`config.mk`:
```
export PLATFORM = sky130hd
export DESIGN_NAME = rns_reconstruct
export DESIGN_NICKNAME = d
export VERILOG_FILES = /design/src/rtl/rns_reconstruct.sv
export SDC_FILE = /design/constraint.sdc
export NUM_CORES = 1
export LEC_CHECK = 0
export ABC_AREA = 1
export BUFFER_PORTS_ARGS = -buffer_cell sky130_fd_sc_hd__buf_2
export CAP_MARGIN = 20
export CORE_MARGIN = 2
export CORE_UTILIZATION = 38
export CTS_BUF_LIST = sky130_fd_sc_hd__clkbuf_4 sky130_fd_sc_hd__clkbuf_8
export DETAILED_ROUTE_END_ITERATION = 8
export GPL_ROUTABILITY_DRIVEN = 0
export HOLD_SLACK_MARGIN = 0.1
export SLEW_MARGIN = 20
export SYNTH_ARGS = -nofsm -noshare
export SYNTH_HDL_FRONTEND = slang
export SYNTH_SLANG_ARGS = --single-unit
```
`constraint.sdc`:
```
create_clock -name clk -period 8.6 [get_ports clk]
set_clock_uncertainty 0.05 [all_clocks]
set_input_delay 0.86 -clock clk [delete_from_list [all_inputs] [get_ports clk]]
set_output_delay 0.86 -clock clk [all_outputs]
set_load 0.03 [all_outputs]
```
`src/rtl/rns_reconstruct.sv`:
```
// rtl/rns_reconstruct.sv - sequential two-domain RNS-to-binary converter (mixed-radix).
// Optional RNS_RECON_SIGNED_EN maps the result to a symmetric signed range.
module rns_reconstruct #(
  parameter logic [17:0] MODULI  = {9'd129, 9'd256},
  parameter logic [8:0]  M0_INV  = 9'd64,
  parameter int          OUT_WID = 16,
  parameter int          TAG_WID = 3
) (
  input  logic               clk,
  input  logic               reset,
  input  logic               in_valid,
  output logic               in_ready,
  input  logic [15:0]        residues,
  input  logic [TAG_WID-1:0] tag_in,
  input  logic               flush,
  output logic               out_valid,
  input  logic               out_ready,
  output logic [OUT_WID-1:0] result,
  output logic [TAG_WID-1:0] tag_out,
  output logic               err
);

  localparam logic [8:0]  M0   = MODULI[8:0];
  localparam logic [8:0]  M1   = MODULI[17:9];
  localparam logic [31:0] PROD = 32'(M0) * 32'(M1);
  localparam logic [31:0] HALF = PROD >> 1;

  localparam logic [2:0] S_IDLE = 3'd0;
  localparam logic [2:0] S_DIFF = 3'd1;
  localparam logic [2:0] S_MUL  = 3'd2;
  localparam logic [2:0] S_COMB = 3'd3;
  localparam logic [2:0] S_DONE = 3'd4;

  logic [2:0]         state_q, state_d;
  logic [7:0]         r0_q, r0_d;
  logic [7:0]         r1_q, r1_d;
  logic [TAG_WID-1:0] tag_q, tag_d;
  logic               err_q, err_d;
  logic [8:0]         d_q, d_d;
  logic [8:0]         acc_q, acc_d;
  logic [3:0]         k_q, k_d;
  logic [OUT_WID-1:0] result_q, result_d;
  logic [TAG_WID-1:0] tag_out_q, tag_out_d;
  logic               err_out_q, err_out_d;
  logic               out_valid_q, out_valid_d;

  logic [8:0]  t_w;
  logic [9:0]  diff_w;
  logic [8:0]  d_w;
  logic [9:0]  dbl_w, dbl_r_w, sum_w, sum_r_w;
  logic [31:0] x_w;
  logic [OUT_WID-1:0] comb_w;

  // d = (r1 - r0) mod M1, with r0 first folded once into [0, M1)
  always_comb begin
    t_w    = ({1'b0, r0_q} >= M1) ? ({1'b0, r0_q} - M1) : {1'b0, r0_q};
    diff_w = {2'b00, r1_q} - {1'b0, t_w};
    if (diff_w[9]) begin
      diff_w = diff_w + {1'b0, M1};
    end
    d_w = diff_w[8:0];
  end

  // One MSB-first step of acc = d * M0_INV mod M1
  always_comb begin
    dbl_w   = {acc_q, 1'b0};
    dbl_r_w = (dbl_w >= {1'b0, M1}) ? (dbl_w - {1'b0, M1}) : dbl_w;
    sum_w   = dbl_r_w + (M0_INV[k_q] ? {1'b0, d_q} : 10'd0);
    sum_r_w = (sum_w >= {1'b0, M1}) ? (sum_w - {1'b0, M1}) : sum_w;
  end

  always_comb begin
    x_w = 32'(r0_q) + 32'(M0) * 32'(acc_q);
`ifdef RNS_RECON_SIGNED_EN
    if (x_w >= HALF) begin
      x_w = x_w - PROD;
    end
`endif
    comb_w = err_q ? '0 : x_w[OUT_WID-1:0];
  end

  always_comb begin
    state_d     = state_q;
    r0_d        = r0_q;
    r1_d        = r1_q;
    tag_d       = tag_q;
    err_d       = err_q;
    d_d         = d_q;
    acc_d       = acc_q;
    k_d         = k_q;
    result_d    = result_q;
    tag_out_d   = tag_out_q;
    err_out_d   = err_out_q;
    out_valid_d = out_valid_q;
    case (state_q)
      S_IDLE: begin
        if (in_valid) begin
          r0_d    = residues[7:0];
          r1_d    = residues[15:8];
          tag_d   = tag_in;
          err_d   = ({1'b0, residues[7:0]} >= M0) || ({1'b0, residues[15:8]} >= M1);
          state_d = S_DIFF;
        end
      end
      S_DIFF: begin
        d_d     = d_w;
        acc_d   = '0;
        k_d     = 4'd8;
        state_d = S_MUL;
      end
      S_MUL: begin
        acc_d = sum_r_w[8:0];
        if (k_q == 4'd0) begin
          state_d = S_COMB;
        end else begin
          k_d = k_q - 4'd1;
        end
      end
      S_COMB: begin
        result_d    = comb_w;
        tag_out_d   = tag_q;
        err_out_d   = err_q;
        out_valid_d = 1'b1;
        state_d     = S_DONE;
      end
      S_DONE: begin
        if (out_ready) begin
          out_valid_d = 1'b0;
          state_d     = S_IDLE;
        end
      end
      default: state_d = S_IDLE;
    endcase
    // Flush abandons the op but leaves the last delivered outputs untouched
    if (flush && state_q != S_IDLE) begin
      state_d     = S_IDLE;
      out_valid_d = 1'b0;
      result_d    = result_q;
      tag_out_d   = tag_out_q;
      err_out_d   = err_out_q;
    end
  end

  always_ff @(posedge clk) begin
    if (reset) begin
      state_q     <= S_IDLE;
      r0_q        <= '0;
      r1_q        <= '0;
      tag_q       <= '0;
      err_q       <= 1'b0;
      d_q         <= '0;
      acc_q       <= '0;
      k_q         <= '0;
      result_q    <= '0;
      tag_out_q   <= '0;
      err_out_q   <= 1'b0;
      out_valid_q <= 1'b0;
    end else begin
      state_q     <= state_d;
      r0_q        <= r0_d;
      r1_q        <= r1_d;
      tag_q       <= tag_d;
      err_q       <= err_d;
      d_q         <= d_d;
      acc_q       <= acc_d;
      k_q         <= k_d;
      result_q    <= result_d;
      tag_out_q   <= tag_out_d;
      err_out_q   <= err_out_d;
      out_valid_q <= out_valid_d;
    end
  end

  assign in_ready  = (state_q == S_IDLE);
  assign out_valid = out_valid_q;
  assign result    = result_q;
  assign tag_out   = tag_out_q;
  assign err       = err_out_q;

endmodule

```
# Word-level counts from Yosys, hierarchy flattened
# Memories as Yosys holds them, arrays and structs flattened. A register that Yosys moved wholly into a read port is not among the register bits.
# Cells that the tools add are included.
[totals] mem_bits_ro=16 mem_count=1 input_bits=24 ff_bits=66
[classes] n_lt_le_gt_ge=5 reduce_logical=12 addsub=8 eq_ne=8 bitwise_logic=1 mux=18
[mem_list] name="(name not given)" words=16 word_bits=1 read_ports=1 rd_clocked_by_memory_dff=1 write_ports=0 line_no="68" text="sum_w = dbl_r_w + (M0_INV[k_q] ? {1'b0, d_q} : 10'd0);"
[ops] operator="two-way mux 9 bit" count=4
[ops] operator="greater-or-equal comparator 10 x 8 -> 1 bit (second input constant)" count=2
[ops] operator="case mux 9 bit (2 select lines)" count=1
[ops] operator="adder 8 x 16 -> 16 bit" count=1
[ops] operator="greater-or-equal comparator 8 bit (second input constant)" count=2
[ops] operator="two-way mux 16 bit" count=1
[ops] operator="case mux 3 bit (5 select lines)" count=1
[ops] operator="two-way mux 4 bit" count=3
[ops] operator="adder 10 x 9 -> 10 bit" count=1
[ops] operator="two-way mux 10 bit" count=1
[ops] operator="subtractor 10 x 8 -> 10 bit (second input constant)" count=1
[ops] operator="subtractor 8 x 9 -> 10 bit" count=1
[ops] operator="adder 9 x 8 -> 9 bit (second input constant)" count=1
[ops] operator="two-way mux 3 bit" count=3
[ops] operator="subtractor 8 x 8 -> 9 bit (second input constant)" count=1
[ops] operator="subtractor 9 x 8 -> 9 bit (second input constant)" count=1
[ops] operator="inequality test 2 bit (second input constant)" count=4
[ops] operator="case mux 4 bit (2 select lines)" count=1
[ops] operator="AND reduction 2 bit" count=4
[ops] operator="== test 3 x 2 -> 1 bit (second input constant)" count=2
[ops] operator="less-than comparator 4 x 5 -> 1 bit (second input constant)" count=1
[ops] operator="zero test 4 bit" count=1
[ops] operator="nonzero test 2 bit" count=2
[ops] operator="subtractor 4 x 1 -> 4 bit (second input constant)" count=1
[ops] operator="other kinds (10)" count=11

# Longest topological paths before layout
[depth] depth_word=7 depth_mapped=26 ltp_nobuf=25

# Least setup slack after synthesis
# OpenSTA, ideal clock, no wires.
[synth_path] path_kind="register to register" start="register acc_q[3]" end="register acc_q[2]" setup_slack_ns=5.592 synth_period_minus_slack_ns=3.008 t_arrival_ns=2.830 stages_incl_launch_ff=22 required_time_ns=8.421 setup_ns=0.129 cell_sequence="dfxtp_1 > inv_1 > nand2_1 > o21ai_0 > nand2_1 > inv_1 > nand3_2 > ha_1 > fa_1 > inv_1 > ha_1 > inv_1 > nor2_2 > nand3_4 > nor2_8 > nand4_4 > nand2_4 > nand3_4 > nand2_1 > nand2_1 > nand2_1 > a21oi_2"
[synth_via] elab_chain_len=6
[synth_lines] element="start: declaration" line_no="40" text="logic [8:0] acc_q, acc_d;"
[synth_lines] element="start signal: assignment" line_no="152" text="acc_q <= '0;"
[synth_lines] element="start signal: assignment" line_no="165" text="acc_q <= acc_d;"
[synth_lines] element="subtractor 10 x 8 -> 10 bit / greater-or-equal comparator 10 x 8 -> 1 bit (equally long branches)" line_no="67" text="dbl_r_w = (dbl_w >= {1'b0, M1}) ? (dbl_w - {1'b0, M1}) : dbl_w;"
[synth_lines] element="two-way mux 10 bit (*)" line_no="67"
[synth_lines] element="adder 10 x 9 -> 10 bit (*)" line_no="68"
[synth_lines] element="greater-or-equal comparator 10 x 8 -> 1 bit / subtractor 9 x 8 -> 9 bit (equally long branches)" line_no="69" text="sum_r_w = (sum_w >= {1'b0, M1}) ? (sum_w - {1'b0, M1}) : sum_w;"
[synth_lines] element="two-way mux 9 bit (*)" line_no="69"
[synth_lines] element="case mux 9 bit (2 select lines) (*)" line_no="95" text="case (state_q)"
# Every way passes the cells marked *; elsewhere a longest branch is shown, timed or not.
# A chain may end at the register's enable or synchronous reset.

# Final worst setup path
[layout_path] start="register acc_q[3]" end="register acc_q[6]"
[layout_via] elab_chain_len=6
[layout_lines] element="subtractor 10 x 8 -> 10 bit / greater-or-equal comparator 10 x 8 -> 1 bit (equally long branches)" line_no="67"
[layout_lines] element="two-way mux 10 bit (*)" line_no="67"
[layout_lines] element="adder 10 x 9 -> 10 bit (*)" line_no="68"
[layout_lines] element="subtractor 9 x 8 -> 9 bit / greater-or-equal comparator 10 x 8 -> 1 bit (equally long branches)" line_no="69"
[layout_lines] element="two-way mux 9 bit (*)" line_no="69"
[layout_lines] element="case mux 9 bit (2 select lines) (*)" line_no="95"
# Marked as above.

==> flow_summary.html <==
<table>
<tr><th>Metric</th><th>Value</th></tr>
<tr><th colspan="2">Logic synthesis</th></tr>
<tr><td>Post-synthesis cell count</td><td>655</td></tr>
<tr><td>#FFs+latches synth</td><td>67</td></tr>
<tr><td>Synth Cell Area</td><td>0.00453 mm^2</td></tr>
<tr><td>YS warnings</td><td>0</td></tr>
<tr><td>Library cells used by synthesis</td><td>48</td></tr>
<tr><td>Number of nets produced by synthesis</td><td>706</td></tr>
<tr><td>Portion of the post-synthesis area used by sequential elements</td><td>29.6%</td></tr>
<tr><td>Average cell area after synthesis</td><td>6.91 um^2</td></tr>
<tr><th colspan="2">Job</th></tr>
<tr><td>Max Cap Violations</td><td>0</td></tr>
<tr><th colspan="2">Die</th></tr>
<tr><td>Starting Density</td><td>39.3%</td></tr>
<tr><td>Core outline area</td><td>0.0115 mm^2</td></tr>
<tr><td>Horizontal die dimension</td><td>113 um</td></tr>
<tr><td>Die Outline Area</td><td>0.0128 mm^2</td></tr>
<tr><td>Row count</td><td>39</td></tr>
<tr><td>IO Count</td><td>46</td></tr>
<tr><td>Die outline height</td><td>113 um</td></tr>
<tr><th colspan="2">Clocking</th></tr>
<tr><td>Max Buffers Root-to-Sink</td><td>2</td></tr>
<tr><td>Clock Latency Late Sink</td><td>0.35 ns</td></tr>
<tr><td>Sinks on the clock net</td><td>67</td></tr>
<tr><td>Post-CTS clock slew at the launch and capture registers of the worst setup and hold paths</td><td>0.08 ns</td></tr>
<tr><td>CTS Hold Bufs</td><td>0</td></tr>
<tr><td>Total clock buffers created by CTS</td><td>9</td></tr>
<tr><td>Post-cts repair resize count</td><td>0</td></tr>
<tr><td>TritonCTS clock tree</td><td>yes</td></tr>
<tr><td>H-tree levels</td><td>3</td></tr>
<tr><td>Root buffer selected by CTS</td><td>clkbuf_8</td></tr>
<tr><td>Number of buffers inserted by post-CTS setup repair</td><td>0</td></tr>
<tr><th colspan="2">STA</th></tr>
<tr><td>RSZ-0062 raised after global routing</td><td>no</td></tr>
<tr><td>Minimum clock period after layout</td><td>3.47 ns</td></tr>
<tr><td>Count of endpoints failing hold in the final timing report</td><td>0</td></tr>
<tr><td>Final cycle utilization of the critical path</td><td>40.4%</td></tr>
<tr><td>Count of final max-slew check failures</td><td>0</td></tr>
<tr><td>Setup violation total in the final timing report</td><td>0</td></tr>
<tr><td>Worst Slack Setup Final</td><td>5.13 ns</td></tr>
<tr><td>Slew at the pin with the worst max-slew slack</td><td>0.851 ns</td></tr>
<tr><td>Worst relative slew slack</td><td>43.2%</td></tr>
<tr><td>Max Fclk</td><td>0.288 GHz</td></tr>
<tr><td>Final TNS setup</td><td>0 ns</td></tr>
<tr><th colspan="2">Setup path</th></tr>
<tr><td>Worst endpoint data arrival time</td><td>3.70 ns</td></tr>
<tr><td>Reg-to-reg startpoint</td><td>acc_q[3]</td></tr>
<tr><td>Critical setup path kind</td><td>register to register</td></tr>
<tr><td>Critical Path Source</td><td>acc_q[3]</td></tr>
<tr><td>CP required</td><td>8.83 ns</td></tr>
<tr><td>Cell type with the highest occurrence count on the critical path</td><td>inv_1</td></tr>
<tr><td>Critical Path Sink Type</td><td>register</td></tr>
<tr><td>Largest delay contributor family on the critical path</td><td>simple AND/OR/NAND/NOR gates</td></tr>
<tr><td>Delay of the slowest cell on the worst path</td><td>0.50 ns</td></tr>
<tr><td>Buffering stage count on the worst path with inverters included</td><td>4</td></tr>
<tr><td>Setup crit start kind</td><td>register</td></tr>
<tr><td>Cell with the largest stage delay on the worst path</td><td>fa_1</td></tr>
<tr><td>Cell Chain, Critical Path</td><td>inv_1 &gt; nand2_1 &gt; o21ai_0 &gt; nand2_1 &gt; inv_1 &gt; nand3_2 &gt; xor2_1 &gt; fa_1 &gt; inv_1 &gt; ha_1 &gt; inv_1 &gt; nor2_2 &gt; nand3_4 &gt; nor2_8 &gt; nand4_4 &gt; nand2_4 &gt; nand3_4 &gt; nand2_1 &gt; nand3_1 &gt; a21oi_1</td></tr>
<tr><td>Maximum fanout encountered on the critical timing path</td><td>9</td></tr>
<tr><th colspan="2">Drt</th></tr>
<tr><td>Vias</td><td>4168</td></tr>
<tr><td>Vias/cell</td><td>4.94</td></tr>
<tr><td>Routed length per placed instance</td><td>12.4 um</td></tr>
<tr><td>Wirelength, routed</td><td>10500 um</td></tr>
<tr><td>Pre-Repair DR Iteration Count</td><td>4</td></tr>
<tr><td>DR DRC count</td><td>0</td></tr>
<tr><td>Post-route ant nets</td><td>0</td></tr>
<tr><td>Iteration-0 DRC Markers</td><td>220</td></tr>
<tr><th colspan="2">Outcome</th></tr>
<tr><td>Outcome</td><td>finished clean</td></tr>
<tr><th colspan="2">Power and ir drop</th></tr>
<tr><td>Proportion of total power due to net switching</td><td>40.2%</td></tr>
<tr><td>Relative contribution of sequential cells to total power</td><td>34.9%</td></tr>
<tr><td>Worst ir drop on vdd</td><td>0.115 mV</td></tr>
<tr><td>Leakage power total</td><td>2.49 nW</td></tr>
<tr><td>Fraction of power consumed by combinational cells</td><td>39.9%</td></tr>
<tr><td>Clock share of power</td><td>25.2%</td></tr>
<tr><td>Internal Pwr Total</td><td>0.636 mW</td></tr>
<tr><td>Switching power summed over all nets</td><td>0.427 mW</td></tr>
<tr><td>Overall power after layout</td><td>1.06 mW</td></tr>
<tr><td>Ratio of total power to cell area</td><td>211 mW/mm^2</td></tr>
<tr><th colspan="2">Min path</th></tr>
<tr><td>Critical hold path startpoint</td><td>tag_q[0]</td></tr>
<tr><td>Worst Hold Class</td><td>register to register</td></tr>
<tr><th colspan="2">Finish</th></tr>
<tr><td>Layout cell share with drive strength beyond 1</td><td>18.0%</td></tr>
<tr><td>Signed area change from the synthesized netlist to the final layout</td><td>11.3%</td></tr>
<tr><td>Final net count</td><td>747</td></tr>
<tr><td>Antenna diodes</td><td>0</td></tr>
<tr><th colspan="2">GRT</th></tr>
<tr><td>Number of global-route vias before repair</td><td>3922</td></tr>
<tr><td>Maximum number of pins on one net before global-route repair</td><td>41</td></tr>
<tr><td>Overall Global Routing Usage</td><td>16.9%</td></tr>
<tr><td>Final global-route overflow total</td><td>0</td></tr>
<tr><td>Wire length of the first global-routing pass</td><td>17800 um</td></tr>
<tr><td>Number of antenna violations at the first check in global routing</td><td>0</td></tr>
<tr><th colspan="2">Placed design</th></tr>
<tr><td>HPWL after detailed placement</td><td>8090 um</td></tr>
<tr><td>Total of buffers placed on input and output ports</td><td>45</td></tr>
<tr><td>Worst Setup Slack post-DPL</td><td>5.15 ns</td></tr>
</table>
## final timing paths
check               endpoint  slack, ns  cells after the start
hold reg to reg   tag_out[0]       0.41                      2
setup reg to reg    acc_q[6]       5.13                     20
setup / recovery    acc_q[6]       5.13                     20
hold / removal    tag_out[0]       0.41                      2
## through the flow
step	util, %	hold slack, ns	cell area (um^2)	std cells
floorplan	-	0.380	4530	655
global placement	42.1	0.392	4840	828
detailed placement	42.1	0.403	4840	828
CTS	43.8	0.413	5040	844
global route	43.8	0.418	5040	844
finish	43.8	0.408	5040	844
## layer usage
layer | up-vias | track usage (%) | routed length [um]
li1 | 2196 | - | -
met1 | 1888 | 21.8 | 4950
met2 | 69 | 28.3 | 4910
met3 | 15 | 2.95 | 368
met4 | 0 | 6.26 | 224
met5 | - | 0 | 0
## synthesized netlist by cell type (all sizes together)
master | n | area share, %
o21ai | 36 | 4.0
nand3b | 5 | 0.83
o21bai | 1 | 0.17
xnor2 | 7 | 1.4
o31a | 1 | 0.19
a21o | 1 | 0.17
o22ai | 1 | 0.14
a22oi | 1 | 0.17
ha | 25 | 6.9
a21oi | 60 | 7.2
fa | 2 | 0.88
o211ai | 2 | 0.33
or2 | 1 | 0.14
o31ai | 2 | 0.33
nor4 | 4 | 0.83
a31oi | 3 | 0.55
nand4 | 22 | 3.5
dlygate4sd1 | 3 | 0.58
buf | 3 | 0.66
clkbuf | 10 | 0.86
inv | 103 | 8.6
clkinv | 2 | 0.17
nand3 | 40 | 5.7
dfxtp | 67 | 30
nand2 | 162 | 15
nor3 | 10 | 1.2
xor2 | 19 | 3.7
and2 | 1 | 0.19
nor2 | 61 | 6.1
## worst register-to-register path, delay by kind of cell, from the launching register on
| kind | cells | cell delay, ns |
|---|---|---|
| compound gates | 2 | 0.31 |
| xor+xnor | 1 | 0.37 |
| fa+ha+maj | 2 | 0.69 |
| simple gates | 11 | 1.23 |
| flops | 1 | 0.36 |
| buf+inv | 4 | 0.39 |
## registers in the layout (all words and copies together), names as in the netlist, named ones only
| name | flops |
|---|---|
| err | 1 |
| d_q | 9 |
| r0_q | 8 |
| result | 16 |
| tag_out | 3 |
| err_q | 1 |
| tag_q | 3 |
| k_q | 4 |
| r1_q | 8 |
| out_valid | 1 |
| acc_q | 9 |
| state_q | 3 |
## placed cells by master, fill, tap and decap left out, drive strengths merged
master / n
or2: 1
clkbuf: 10
o21bai: 1
bufinv: 1
a21oi: 60
nand3b: 5
xor2: 19
nand4: 22
nand2: 162
o22ai: 1
inv: 104
nand3: 40
a22oi: 1
clkinvlp: 1
o31ai: 2
ha: 25
o31a: 1
a31oi: 3
and2: 1
fa: 2
nor2: 61
buf: 46
xnor2: 7
o21ai: 36
dfxtp: 67
clkinv: 5
a21o: 1
nor3: 10
nor4: 4
o211ai: 2
## power by group through the flow
| stage | Combinational [mW] | Sequential, mW | Clock [mW] |
|---|---|---|---|
| detailed placement | 0.425 | 0.378 | 0 |
| global route | 0.487 | 0.376 | 0.285 |
| global placement | 0.415 | 0.377 | 0 |
| finish | 0.424 | 0.371 | 0.267 |
| floorplan | 0.343 | 0.375 | 0 |
| CTS | 0.426 | 0.371 | 0.275 |
## final cells by class
type	count	area [um^2]
repair buffers	46	233
well taps	143	179
multi-input cells	467	2700
clock inverters	6	65.1
clock buffers	10	131
flip-flops and latches	67	1340
fillers	1175	6470
inverters	105	397
## cells by family after synthesis
| family | after synthesis | share of synthesized area (%) |
|---|---|---|
| and+or+nand+nor | 306 | 33.5 |
| buffers and inverters | 121 | 10.9 |
| AOI/OAI and AO/OA | 108 | 13.2 |
| adders and majority gates | 27 | 7.79 |
| DFF | 67 | 29.6 |
| xor gates and xnor gates | 26 | 5.03 |
(Power assumes the default switching activity.)
